### config.mk
export PLATFORM = sky130hd
export DESIGN_NAME = instruction_fetch_unit
export DESIGN_NICKNAME = d
export VERILOG_FILES = /design/src/rtl/instruction_fetch_unit.sv
export SDC_FILE = /design/constraint.sdc
export NUM_CORES = 1
export LEC_CHECK = 0
export CELL_PAD_IN_SITES_DETAIL_PLACEMENT = 1
export CELL_PAD_IN_SITES_GLOBAL_PLACEMENT = 2
export CORE_ASPECT_RATIO = 1.5
export CORE_MARGIN = 3
export CORE_UTILIZATION = 30
export CTS_CLUSTER_DIAMETER = 200
export CTS_CLUSTER_SIZE = 40
export DETAILED_ROUTE_END_ITERATION = 7
export PLACE_DENSITY = 0.73
export SYNTH_ARGS = -nofsm -noshare
export SYNTH_HDL_FRONTEND = slang
export SYNTH_SLANG_ARGS = --single-unit
### constraint.sdc
create_clock -name clock -period 2.25 [get_ports clock]
set_clock_uncertainty 0.2 [all_clocks]
set_input_delay 0.225 -clock clock [delete_from_list [all_inputs] [get_ports clock]]
set_output_delay 0.225 -clock clock [all_outputs]
set_load 0.05 [all_outputs]
### src/rtl/instruction_fetch_unit.sv
// Fetch stage: turns the current PC into memory requests, tracks in-flight
// requests with a PC-tag FIFO and buffers returned words for decode.
module instruction_fetch_unit #(
  parameter int QUEUE_DEPTH     = 4,
  parameter int MAX_OUTSTANDING = 2
) (
  input  logic        clock,
  input  logic        reset,
  input  logic [31:0] pc,
  output logic        pcAdvance,
  input  logic        flush,
  output logic        memReqValid,
  input  logic        memReqReady,
  output logic [31:0] memReqAddr,
  input  logic        memRespValid,
  input  logic [31:0] memRespData,
  output logic        instrValid,
  input  logic        instrReady,
  output logic [31:0] instr,
  output logic [31:0] instrPC,
  output logic        fetchFault
);

  localparam int QW = (QUEUE_DEPTH > 1) ? $clog2(QUEUE_DEPTH) : 1;
  localparam int CW = $clog2(QUEUE_DEPTH + 1);
  localparam int OW = $clog2(MAX_OUTSTANDING + 1);
  localparam int TW = (MAX_OUTSTANDING > 1) ? $clog2(MAX_OUTSTANDING) : 1;
  localparam int SW = ((CW > OW) ? CW : OW) + 1;

  logic [31:0]   q_pc_q   [QUEUE_DEPTH];
  logic [31:0]   q_pc_d   [QUEUE_DEPTH];
  logic [31:0]   q_word_q [QUEUE_DEPTH];
  logic [31:0]   q_word_d [QUEUE_DEPTH];
  logic [QW-1:0] wr_ptr_q, wr_ptr_d;
  logic [QW-1:0] rd_ptr_q, rd_ptr_d;
  logic [CW-1:0] count_q, count_d;
  logic [31:0]   tag_q [MAX_OUTSTANDING];
  logic [31:0]   tag_d [MAX_OUTSTANDING];
  logic [TW-1:0] tag_wr_q, tag_wr_d;
  logic [TW-1:0] tag_rd_q, tag_rd_d;
  logic [OW-1:0] outstanding_q, outstanding_d;
  logic [OW-1:0] drop_count_q, drop_count_d;
  logic          fault_q, fault_d;

  logic aligned_s, room_s, issue_ok_s, accept_s, resp_s, push_s, pop_s;

  function automatic logic [TW-1:0] tag_next(input logic [TW-1:0] p);
    if (p == TW'(MAX_OUTSTANDING - 1)) begin
      return {TW{1'b0}};
    end else begin
      return p + TW'(1);
    end
  endfunction

  // Issue, response and consume qualifiers; the slot reservation keeps the queue from overflowing.
  always_comb begin
    aligned_s   = (pc[1:0] == 2'b00);
    room_s      = (SW'(outstanding_q) + SW'(count_q)) < SW'(QUEUE_DEPTH);
    issue_ok_s  = reset && !fault_q && (outstanding_q < OW'(MAX_OUTSTANDING)) && room_s;
    memReqValid = issue_ok_s && aligned_s && !flush;
    accept_s    = memReqValid && memReqReady;
    pcAdvance   = accept_s;
    memReqAddr  = pc;
    resp_s      = memRespValid && (outstanding_q != OW'(0));
    push_s      = resp_s && (drop_count_q == OW'(0)) && !flush;
    pop_s       = (count_q != CW'(0)) && instrReady && !flush;
    instrValid  = (count_q != CW'(0));
    instr       = q_word_q[rd_ptr_q];
    instrPC     = q_pc_q[rd_ptr_q];
    fetchFault  = fault_q;
  end

  // Next-state for tag FIFO, counters, queue and fault flag; flush overrides queue and drop state.
  always_comb begin
    q_pc_d        = q_pc_q;
    q_word_d      = q_word_q;
    wr_ptr_d      = wr_ptr_q;
    rd_ptr_d      = rd_ptr_q;
    count_d       = count_q;
    tag_d         = tag_q;
    tag_wr_d      = tag_wr_q;
    tag_rd_d      = tag_rd_q;
    drop_count_d  = drop_count_q;
    outstanding_d = outstanding_q + OW'(accept_s) - OW'(resp_s);

    if (accept_s) begin
      tag_d[tag_wr_q] = pc;
      tag_wr_d        = tag_next(tag_wr_q);
    end else begin
      tag_wr_d = tag_wr_q;
    end

    if (resp_s) begin
      tag_rd_d = tag_next(tag_rd_q);
    end else begin
      tag_rd_d = tag_rd_q;
    end

    if (flush) begin
      drop_count_d = outstanding_q - OW'(resp_s);
    end else if (resp_s && (drop_count_q != OW'(0))) begin
      drop_count_d = drop_count_q - OW'(1);
    end else begin
      drop_count_d = drop_count_q;
    end

    if (flush) begin
      wr_ptr_d = {QW{1'b0}};
      rd_ptr_d = {QW{1'b0}};
      count_d  = {CW{1'b0}};
    end else begin
      if (push_s) begin
        q_pc_d[wr_ptr_q]   = tag_q[tag_rd_q];
        q_word_d[wr_ptr_q] = memRespData;
        wr_ptr_d           = wr_ptr_q + QW'(1);
      end else begin
        wr_ptr_d = wr_ptr_q;
      end
      if (pop_s) begin
        rd_ptr_d = rd_ptr_q + QW'(1);
      end else begin
        rd_ptr_d = rd_ptr_q;
      end
      count_d = count_q + CW'(push_s) - CW'(pop_s);
    end

    if (flush) begin
      fault_d = 1'b0;
    end else begin
      fault_d = fault_q || (issue_ok_s && !aligned_s);
    end
  end

  // State registers with asynchronous active-low clear.
  always_ff @(posedge clock or negedge reset) begin
    if (!reset) begin
      for (int i = 0; i < QUEUE_DEPTH; i++) begin
        q_pc_q[i]   <= 32'h0;
        q_word_q[i] <= 32'h0;
      end
      for (int j = 0; j < MAX_OUTSTANDING; j++) begin
        tag_q[j] <= 32'h0;
      end
      wr_ptr_q      <= {QW{1'b0}};
      rd_ptr_q      <= {QW{1'b0}};
      count_q       <= {CW{1'b0}};
      tag_wr_q      <= {TW{1'b0}};
      tag_rd_q      <= {TW{1'b0}};
      outstanding_q <= {OW{1'b0}};
      drop_count_q  <= {OW{1'b0}};
      fault_q       <= 1'b0;
    end else begin
      q_pc_q        <= q_pc_d;
      q_word_q      <= q_word_d;
      tag_q         <= tag_d;
      wr_ptr_q      <= wr_ptr_d;
      rd_ptr_q      <= rd_ptr_d;
      count_q       <= count_d;
      tag_wr_q      <= tag_wr_d;
      tag_rd_q      <= tag_rd_d;
      outstanding_q <= outstanding_d;
      drop_count_q  <= drop_count_d;
      fault_q       <= fault_d;
    end
  end

endmodule

==> results.sh <==
export IMPL_antenna_found_initial=1
export IMPL_yosys_warnings=0
export IMPL_synth_seq_cells=334
export IMPL_outcome="finished with violations"
export IMPL_drt_wl_total_mm=43.0
export IMPL_worstPathRequired_ns=1.82
export IMPL_ios=170
export IMPL_crit_reg2reg_capture="tag_q[51]"
export IMPL_clock_latency_ns=0.53
export IMPL_r2r_start="outstanding_q[1]"
export IMPL_vias=8737
export IMPL_vias_per_cell=4.81
export IMPL_cts_num_sinks=334
export IMPL_cp_max_fo=2
export IMPL_arrival_ns=2.25
export IMPL_cts_made_buffers=12
export IMPL_rrSetupSlack_ns=-0.39
export IMPL_place_ws_ns=-0.418
export IMPL_crit_type="flop to output port"
export IMPL_dieWidth_um=187
export IMPL_drive_gt1_frac=0.610
export IMPL_layout_commonest_cell="dfrtp_1"
export IMPL_p_seq_frac=0.353
export IMPL_setup_tns_ns=-41.89
export IMPL_slew_viol_final=0
export IMPL_tritoncts="done"
export IMPL_initial_core_util=0.304
export IMPL_cts_max_path_buffers=3
export IMPL_fmax_mhz=374
export IMPL_powerDensity_nw_per_um2=1100
export IMPL_max_slew_worst_pin_slew_ns=0.938
export IMPL_vdd_drop_max_mv=0.695
export IMPL_final_min_clock_period_ns=2.68
export IMPL_p_int_mw=14.3
export IMPL_setup_viol=292
export IMPL_coreArea_um2=48700
export IMPL_drt_pass1_iterations=4
export IMPL_syn_inst=905
export IMPL_fp_row_count=99
export IMPL_drc=0
export IMPL_cpPeakStageDelay_ns=0.53
export IMPL_die_area_um2=52100
export IMPL_rr_worst_depth=10
export IMPL_hpwl_mm=25.8
export IMPL_hold_path_class="primary input to flop"
export IMPL_finish_utilization=0.428
export IMPL_postSynthAreaPerCell_um2=16.4
export IMPL_cp_start_kind="flop"
export IMPL_yosysSeqAreaShare=0.564
export IMPL_setup_ws_ns=-0.426
export IMPL_areaGrowthSynthToFinish_pct=40.8
export IMPL_drtIter0Drc=386
export IMPL_switching_share=0.375
export IMPL_leakage_nw=9.48
export IMPL_final_cell_mix="329 x dfrtp_1, 270 x mux2_4, 81 x buf_4, 78 x mux2_2, 68 x clkdlybuf4s50_1"
export IMPL_grt_ovfl_total=0
export IMPL_crit_path_top_delay_cell="or4b_4"
export IMPL_gp_congestion=0.751
export IMPL_grt_max_degree=169
export IMPL_clk_pin_slew_ns=0.16
export IMPL_pwr_share_clk=0.132
export IMPL_synth_nets=987
export IMPL_max_slew_margin=0.375
export IMPL_die_height_um=278
export IMPL_crit_chain="ha_4 > or4b_4 > buf_6 > nor4b_4 > buf_12"
export IMPL_min_delay_start="flush"
export IMPL_rsz0062_at_grt="yes"
export IMPL_h_tree_depth=1
export IMPL_portBuffers=169
export IMPL_syn_area_um2=14800
export IMPL_grt_pass1_vias=9770
export IMPL_period_share=1.19
export IMPL_violations="negative setup slack"
export IMPL_pwr_share_comb=0.515
export IMPL_num_antenna_cells=0
export IMPL_min_to="count_q[0]"
export IMPL_cts_root_buf="clkbuf_16"
export IMPL_maxCapViolCount=0
export IMPL_holdPathStages=2
export IMPL_gr_usage_all_layers=0.153
export IMPL_nets=1240
export IMPL_synth_cell_types=36
export IMPL_wire_per_inst_um=23.7
export IMPL_final_antenna_net_count=0
export IMPL_grt_pass1_wl_mm=61.9
export IMPL_finalHoldViolations=0
export IMPL_switching_power_mw=8.57
export IMPL_cp_end_kind="output port"
-- Yosys cell counts, drive strengths merged --
cell / number / area (um2)
nor3b: 4 / 30.0
nand3: 1 / 5.00
mux2i: 1 / 10.0
o31ai: 1 / 7.51
o21a: 1 / 7.51
and2: 2 / 12.5
mux4: 64 / 1440
o211ai: 3 / 22.5
xor2: 4 / 35.0
nor4: 2 / 42.5
inv: 10 / 37.5
nand2b: 1 / 6.26
buf: 74 / 483
a31oi: 1 / 6.26
fa: 1 / 20.0
or3: 2 / 12.5
dfrtp: 334 / 8360
nor2b: 5 / 31.3
or4b: 1 / 13.8
clkbuf: 11 / 41.3
o311ai: 1 / 8.76
mux2: 348 / 3920
xnor2: 4 / 35.0
ha: 11 / 138
nand2: 1 / 3.75
nor2: 8 / 30.0
nor3: 3 / 15.0
o21ai: 2 / 10.0
nor4b: 1 / 8.76
and3: 1 / 6.26
or4: 2 / 18.8
-- worst max-delay path, delay by kind of cell (launching register included) --
kind | cells | cell delay (ns)
fa+ha+maj | 1 | 0.16
buf+inv | 2 | 0.32
flops | 1 | 0.46
simple gates | 2 | 0.82
-- power groups by stage --
stage	registers [mW]	clock network, mW	logic, mW
floorplan	7.84	0	6.49
global placement	8.09	0	9.15
detailed placement	8.16	0	9.30
CTS	8.00	3.14	11.5
global route	8.23	3.35	12.4
finish	8.07	3.02	11.8
-- routing by layer --
layer | GRT usage | vias up | routed length, um
li1 | - | 3763 | -
met1 | 0.198 | 4845 | 18500
met2 | 0.283 | 109 | 23000
met3 | 0.0122 | 20 | 900
met4 | 0.0260 | 0 | 534
met5 | 0 | - | 0
-- stage by stage --
stage               std cells  cell area [um2]  hold slack (ns)  total power [mW]
floorplan                 905            15100           -0.271              14.3
global placement         1724            17800            0.276              17.2
detailed placement       1724            17800            0.284              17.5
CTS                      1804            20000            0.154              22.7
global route             1815            20900            0.190              23.9
finish                   1815            20900            0.179              22.8
-- layout make-up --
cell class | count | area [um2]
clock buffers | 14 | 329
clock inverters | 1 | 30.0
fillers | 4736 | 27800
inverters | 10 | 37.5
multi-input cells | 476 | 7070
flip-flops and latches | 334 | 8370
well taps | 656 | 821
repair buffers | 324 | 4200
-- repair_timing --
item,4_1_cts,5_1_grt
endpoints found under the setup margin,350,362
gates cloned,19,11
hold buffers,1,0
hold endpoints to repair,329,0
pin swaps,12,10
gates resized for setup,199,213
setup buffers,48,15
-- sequential cells by signal, indices dropped and copies added, names as in the netlist --
register,count
drop_count_q,2
wr_ptr_q,2
fetchFault,1
q_pc_q,128
count_q,3
rd_ptr_q,2
tag_rd_q,1
tag_wr_q,1
q_word_q,128
tag_q,64
outstanding_q,2
-- worst max-delay path by stage --
| stage | startpoint | end | cells after the start |
|---|---|---|---|
| 5_1_grt | outstanding_q[1] | pcAdvance | 5 |
| 4_1_cts | outstanding_q[1] | pcAdvance | 5 |
| 2_1_floorplan | count_q[1] | outstanding_q[0] | 4 |
| 3_3_place_gp | flush | tag_q[27] | 6 |
| 6_report | outstanding_q[1] | pcAdvance | 5 |
| 3_5_place_dp | flush | tag_q[50] | 6 |
-- cell families after synthesis --
family / after synthesis / synth area share
flops: 334 / 0.564
compound gates: 9 / 0.00422
xor+xnor: 8 / 0.00473
simple gates: 34 / 0.0160
fa+ha+maj: 12 / 0.0106
buf+inv: 95 / 0.0379
mux: 413 / 0.362
No activity file was read; power rests on OpenSTA's default activity.
